===== config.mk =====
export PLATFORM = sky130hd
export DESIGN_NAME = integrate_dump
export DESIGN_NICKNAME = d
export VERILOG_FILES = /design/src/rtl/downconverter_pkg.sv /design/src/rtl/downconverter_model_integrate_dump.sv
export SDC_FILE = /design/constraint.sdc
export NUM_CORES = 1
export LEC_CHECK = 0
export BUFFER_PORTS_ARGS = -buffer_cell sky130_fd_sc_hd__buf_2
export CAP_MARGIN = 20
export CELL_PAD_IN_SITES_DETAIL_PLACEMENT = 1
export CELL_PAD_IN_SITES_GLOBAL_PLACEMENT = 1
export CORE_ASPECT_RATIO = 0.75
export CORE_UTILIZATION = 34
export DETAILED_ROUTE_END_ITERATION = 12
export PLACE_DENSITY = 0.76
export SETUP_SLACK_MARGIN = 0.05
export SLEW_MARGIN = 20
export SYNTH_ARGS = -nofsm -noshare
export SYNTH_HDL_FRONTEND = slang
export SYNTH_SLANG_ARGS = --single-unit

===== constraint.sdc =====
create_clock -name clk -period 2.9 [get_ports clk]
set_clock_uncertainty 0.1 [all_clocks]
set_input_delay 0.145 -clock clk [delete_from_list [all_inputs] [get_ports clk]]
set_output_delay 0.145 -clock clk [all_outputs]
set_load 0.005 [all_outputs]

===== src/rtl/downconverter_pkg.sv =====
// downconverter_pkg: shared phase type and arithmetic helpers for the fs/4 downconverter
package downconverter_pkg;
  typedef enum logic [1:0] {PH_I, PH_NQ, PH_NI, PH_Q} phase_t;
  function automatic logic signed [1:0] bit_to_pm1(input logic b);
    return b ? 2'sb01 : 2'sb11;
  endfunction
  function automatic int out_w(input int decim);
    return $clog2(2 * decim + 1) + 1;
  endfunction
endpackage


===== src/rtl/downconverter_model_integrate_dump.sv =====
// integrate_dump: signed ±1 integrator that can restart on the current bit or clear to zero
module integrate_dump
  import downconverter_pkg::*;
#(
  parameter int DECIM = 16,
  parameter int W = out_w(DECIM)
) (
  input  logic                clk,
  input  logic                rst,
  input  logic                en,
  input  logic                din,
  input  logic                clear,
  input  logic                dump,
  output logic signed [W-1:0] sum,
  output logic signed [W-1:0] nxt
);
  logic signed [1:0] pm;
  logic signed [W-1:0] inc;
  assign pm = bit_to_pm1(din);
  // this cycle's contribution, sign-extended to the accumulator width
  always_comb inc = en ? {{(W-2){pm[1]}}, pm} : '0;
  assign nxt = sum + inc;
  // dump zeroes, clear restarts from this bit alone, otherwise integrate
  always_ff @(posedge clk or posedge rst)
    if (rst) sum <= '0;
    else sum <= dump ? '0 : clear ? inc : nxt;
endmodule


==> results.rst <==
.. list-table::
   :header-rows: 1

   * - Metric
     - Value
   * - Result of the run
     - finished clean
   * - Critical path start-end classification
     - register to output port
   * - Post-CTS setup buffers
     - 0
   * - Power density normalized to cell area
     - 416 mW/mm²
   * - DRC Markers
     - 0
   * - Largest regs
     - sum x7
   * - Number of buffers inserted by hold repair at cts
     - 1
   * - Setup-failing EPs final
     - 0
   * - Global-route total usage across every layer
     - 21.2%
   * - Synth Area in Compound Gates
     - 18.8%
   * - Worst Hold Path EP
     - sum[5]$_DFF_PP0_
   * - Worst skew pair latency
     - 0.26 ns
   * - Remaining antenna violation count after routing
     - 0
   * - CTS buffer count
     - 3
   * - Synthesized net count
     - 82
   * - # nets final
     - 103
   * - Class of the most critical hold timing path
     - input pin to register
   * - Number of gates resized after cts
     - 0
   * - Detailed-router iteration count before antenna repair
     - 4
   * - RR Endpoint
     - sum[6]$_DFF_PP0_
   * - Number of flip-flops and latches in the synthesized netlist
     - 7
   * - Highest-count cells in the layout ignoring fill and taps
     - 19 x sky130_fd_sc_hd__buf_2, 7 x sky130_fd_sc_hd__nand2_1, 7 x sky130_fd_sc_hd__dfrtp_1
   * - Core Region
     - 0.00158 mm²
   * - Final count of hold timing violations
     - 0
   * - Most common cell after layout, fill and taps aside
     - sky130_fd_sc_hd__buf_2
   * - Site row count
     - 12
   * - Maximum buffer depth of the clock tree
     - 2
   * - Syn. warnings
     - 0
   * - Top achievable clock speed
     - 381 MHz
   * - Number of cells on the worst hold path
     - 2
   * - Final worst setup slack
     - 0.278 ns
   * - Setup repair after global routing missed its margin
     - false
   * - Max-cap violations
     - 0
   * - Slew at the pin closest to its max-slew limit
     - 0.607 ns
   * - Antenna cell count
     - 0
   * - Number of H-tree branching levels
     - 1
   * - Combinational family with the most area after synthesis
     - simple AND/OR/NAND/NOR gates
   * - TritonCTS clock tree
     - built
   * - Endpoint required time on the critical path
     - 2.65 ns
   * - Setup Slack @ Placement
     - 0.528 ns
   * - Starting Density
     - 38.5%
   * - Clk sinks
     - 7
   * - Seq/Total Area, Yosys
     - 28.9%
   * - Routed vias
     - 650
   * - Type of element launching the critical path
     - register
   * - Post-Synthesis Mean Instance Area
     - 8.20 µm²
   * - Crit Reg-Reg Startpoint
     - sum[1]$_DFF_PP0_
   * - Placed wire-length estimate
     - 1290 µm
   * - Die boundary height
     - 38.6 µm
   * - Critical Path Fanout Max
     - 8
   * - Share of final-layout standard cells stronger than drive strength 1
     - 26.6%
   * - Antenna violations before repair
     - 0
   * - Count of buffers from port buffering
     - 19
   * - Post-detailed-route wirelength per cell
     - 15.3 µm
   * - Count of mapped cells out of synthesis
     - 74
   * - Drt initial violations
     - 15
   * - Worst setup slack for register-to-register paths
     - 0.57 ns
   * - Period utilisation layout
     - 90.4%
   * - Final Max Slew Viols
     - 0
   * - Max rail drop VDD
     - 0.183 mV
   * - Launch instance of the worst min-delay path
     - dump
   * - Signed area change from the synthesized netlist to the final layout
     - 23.3%
   * - Wirelength, routed
     - 1760 µm
   * - Final critical-path required period
     - 2.62 ns
   * - Count of pins on the block boundary
     - 20
   * - Final weighted congestion in routability-driven placement
     - 0.792
   * - Netlist Area Pre-Place
     - 607 µm²
   * - Parity-gate share of the synthesized area counting xor and xnor cells
     - 7.22%
   * - Distinct cell type count after synthesis
     - 35
   * - Via density per instance
     - 5.65
   * - Simple-gate area share of the yosys netlist
     - 35.5%
   * - Fraction of synthesized area in multiplexers
     - 1.65%
   * - Die Area
     - 0.00196 mm²
   * - Logic depth of the worst register-to-register path
     - 6
   * - Capturing element type of the critical path
     - output port
   * - Finished Cell Area
     - 748 µm²
   * - Number of global-route vias before repair
     - 619
   * - Largest register by flop count
     - sum
   * - Worst slew margin
     - 59.0%
   * - First-pass GRT wire length
     - 2880 µm
   * - Fin util
     - 47.5%
   * - CTS Root Buffer Type
     - sky130_fd_sc_hd__clkbuf_4
   * - Leakage
     - 0.352 nW
   * - Clk slew on worst S/H paths
     - 0.06 ns
   * - Area after detailed placement
     - 712 µm²
   * - Overflow after GRT
     - 0
   * - Adder-cell area share of the yosys netlist
     - 4.12%
   * - Signal arrival time at the worst endpoint
     - 2.38 ns
   * - Post-Route Setup TNS
     - 0 ns
   * - Maximum number of pins on one net before global-route repair
     - 13
   * - Die outline width
     - 50.8 µm
   * - Flip-flop count of the largest register, all copies and words added
     - 7
## routing by layer
layer / track usage [%] / share of wire [%] / up-vias
li1: - / - / 317
met5: 0 / 0 / -
met1: 26.4 / 49 / 301
met4: 8.33 / 2.7 / 0
met2: 34.3 / 44 / 26
met3: 7.06 / 4.5 / 6
## where the power goes
part           internal [mW]  leakage, nW  switching [mW]
sequential             0.105       0.0931          0.0140
clock                 0.0529       0.0150          0.0420
combinational         0.0481        0.244          0.0487
## through the flow
stage / total power, mW / std cells / hold slack, ns
after floorplan: 0.179 / 74 / -0.152
after global placement: 0.215 / 110 / 0.00237
after detailed placement: 0.217 / 110 / 0.00738
after CTS: 0.316 / 115 / 0.0836
after global routing: 0.335 / 115 / 0.100
final: 0.311 / 115 / 0.0816
## synthesized netlist by cell type
| library cell | n | area [µm²] |
|---|---|---|
| sky130_fd_sc_hd__dfrtp_1 | 7 | 175 |
| sky130_fd_sc_hd__nand2_1 | 7 | 26.3 |
| sky130_fd_sc_hd__nor2_1 | 6 | 22.5 |
| sky130_fd_sc_hd__a31oi_1 | 4 | 25.0 |
| sky130_fd_sc_hd__nor4_1 | 4 | 25.0 |
| sky130_fd_sc_hd__xnor2_1 | 4 | 35.0 |
| sky130_fd_sc_hd__a21oi_1 | 3 | 15.0 |
| sky130_fd_sc_hd__nand3_1 | 3 | 15.0 |
| sky130_fd_sc_hd__nor3_1 | 3 | 15.0 |
| sky130_fd_sc_hd__o21ai_0 | 3 | 15.0 |
| sky130_fd_sc_hd__clkbuf_1 | 2 | 7.51 |
| sky130_fd_sc_hd__ha_1 | 2 | 25.0 |
| sky130_fd_sc_hd__inv_1 | 2 | 7.51 |
| sky130_fd_sc_hd__nor3b_1 | 2 | 15.0 |
| sky130_fd_sc_hd__o21a_1 | 2 | 15.0 |
| sky130_fd_sc_hd__a21o_1 | 1 | 7.51 |
| sky130_fd_sc_hd__a22o_1 | 1 | 8.76 |
| sky130_fd_sc_hd__a22oi_1 | 1 | 7.51 |
| sky130_fd_sc_hd__and3_1 | 1 | 6.26 |
| sky130_fd_sc_hd__buf_1 | 1 | 3.75 |
| sky130_fd_sc_hd__buf_2 | 1 | 5.00 |
| sky130_fd_sc_hd__mux2i_1 | 1 | 10.0 |
| sky130_fd_sc_hd__nand3b_1 | 1 | 7.51 |
| sky130_fd_sc_hd__nor2b_1 | 1 | 6.26 |
| sky130_fd_sc_hd__nor4b_1 | 1 | 8.76 |
| sky130_fd_sc_hd__nor4bb_1 | 1 | 10.0 |
| sky130_fd_sc_hd__o21bai_1 | 1 | 7.51 |
| sky130_fd_sc_hd__o31ai_2 | 1 | 12.5 |
| sky130_fd_sc_hd__or2b_1 | 1 | 7.51 |
| sky130_fd_sc_hd__or3_1 | 1 | 6.26 |
| sky130_fd_sc_hd__or3b_4 | 1 | 11.3 |
| sky130_fd_sc_hd__or4_4 | 1 | 11.3 |
| sky130_fd_sc_hd__or4b_1 | 1 | 10.0 |
| sky130_fd_sc_hd__or4bb_1 | 1 | 11.3 |
| sky130_fd_sc_hd__xor2_1 | 1 | 8.76 |
## kinds of logic after synthesis
logic type	Yosys count
simple gates	36
compound gates	17
flops	7
buf+inv	6
xor+xnor	5
fa+ha+maj	2
mux	1
## how the worst max path moves through the flow
stage,start,end,slack (ns),depth (start not counted)
2_1_floorplan,sum[1]$_DFF_PP0_,sum[6]$_DFF_PP0_,0.78,6
3_3_place_gp,en,nxt[4],0.59,9
3_5_place_dp,en,nxt[4],0.53,9
4_1_cts,sum[1]$_DFF_PP0_,nxt[6],0.29,7
5_1_grt,sum[1]$_DFF_PP0_,nxt[4],0.13,7
6_report,sum[1]$_DFF_PP0_,nxt[6],0.28,7
## worst max-delay path: stages, from the launching register on
cell and delay, ns:
sky130_fd_sc_hd__dfrtp_1 0.46, sky130_fd_sc_hd__or3b_4 0.43, sky130_fd_sc_hd__nand2_1 0.08, sky130_fd_sc_hd__ha_1 0.28, sky130_fd_sc_hd__or4bb_1 0.49, sky130_fd_sc_hd__nand2_1 0.11, sky130_fd_sc_hd__xor2_1 0.14, sky130_fd_sc_hd__buf_2 0.13
## layout make-up
| cell class | instances | area (µm²) |
|---|---|---|
| Clock buffer | 4 | 26.3 |
| Fill cell | 197 | 828 |
| Sequential cell | 7 | 175 |
| Tap cell | 21 | 26.3 |
| Inverter | 2 | 7.51 |
| Timing Repair Buffer | 20 | 105 |
| Multi-Input combinational cell | 61 | 408 |
Power figures use the tool's default switching activity.
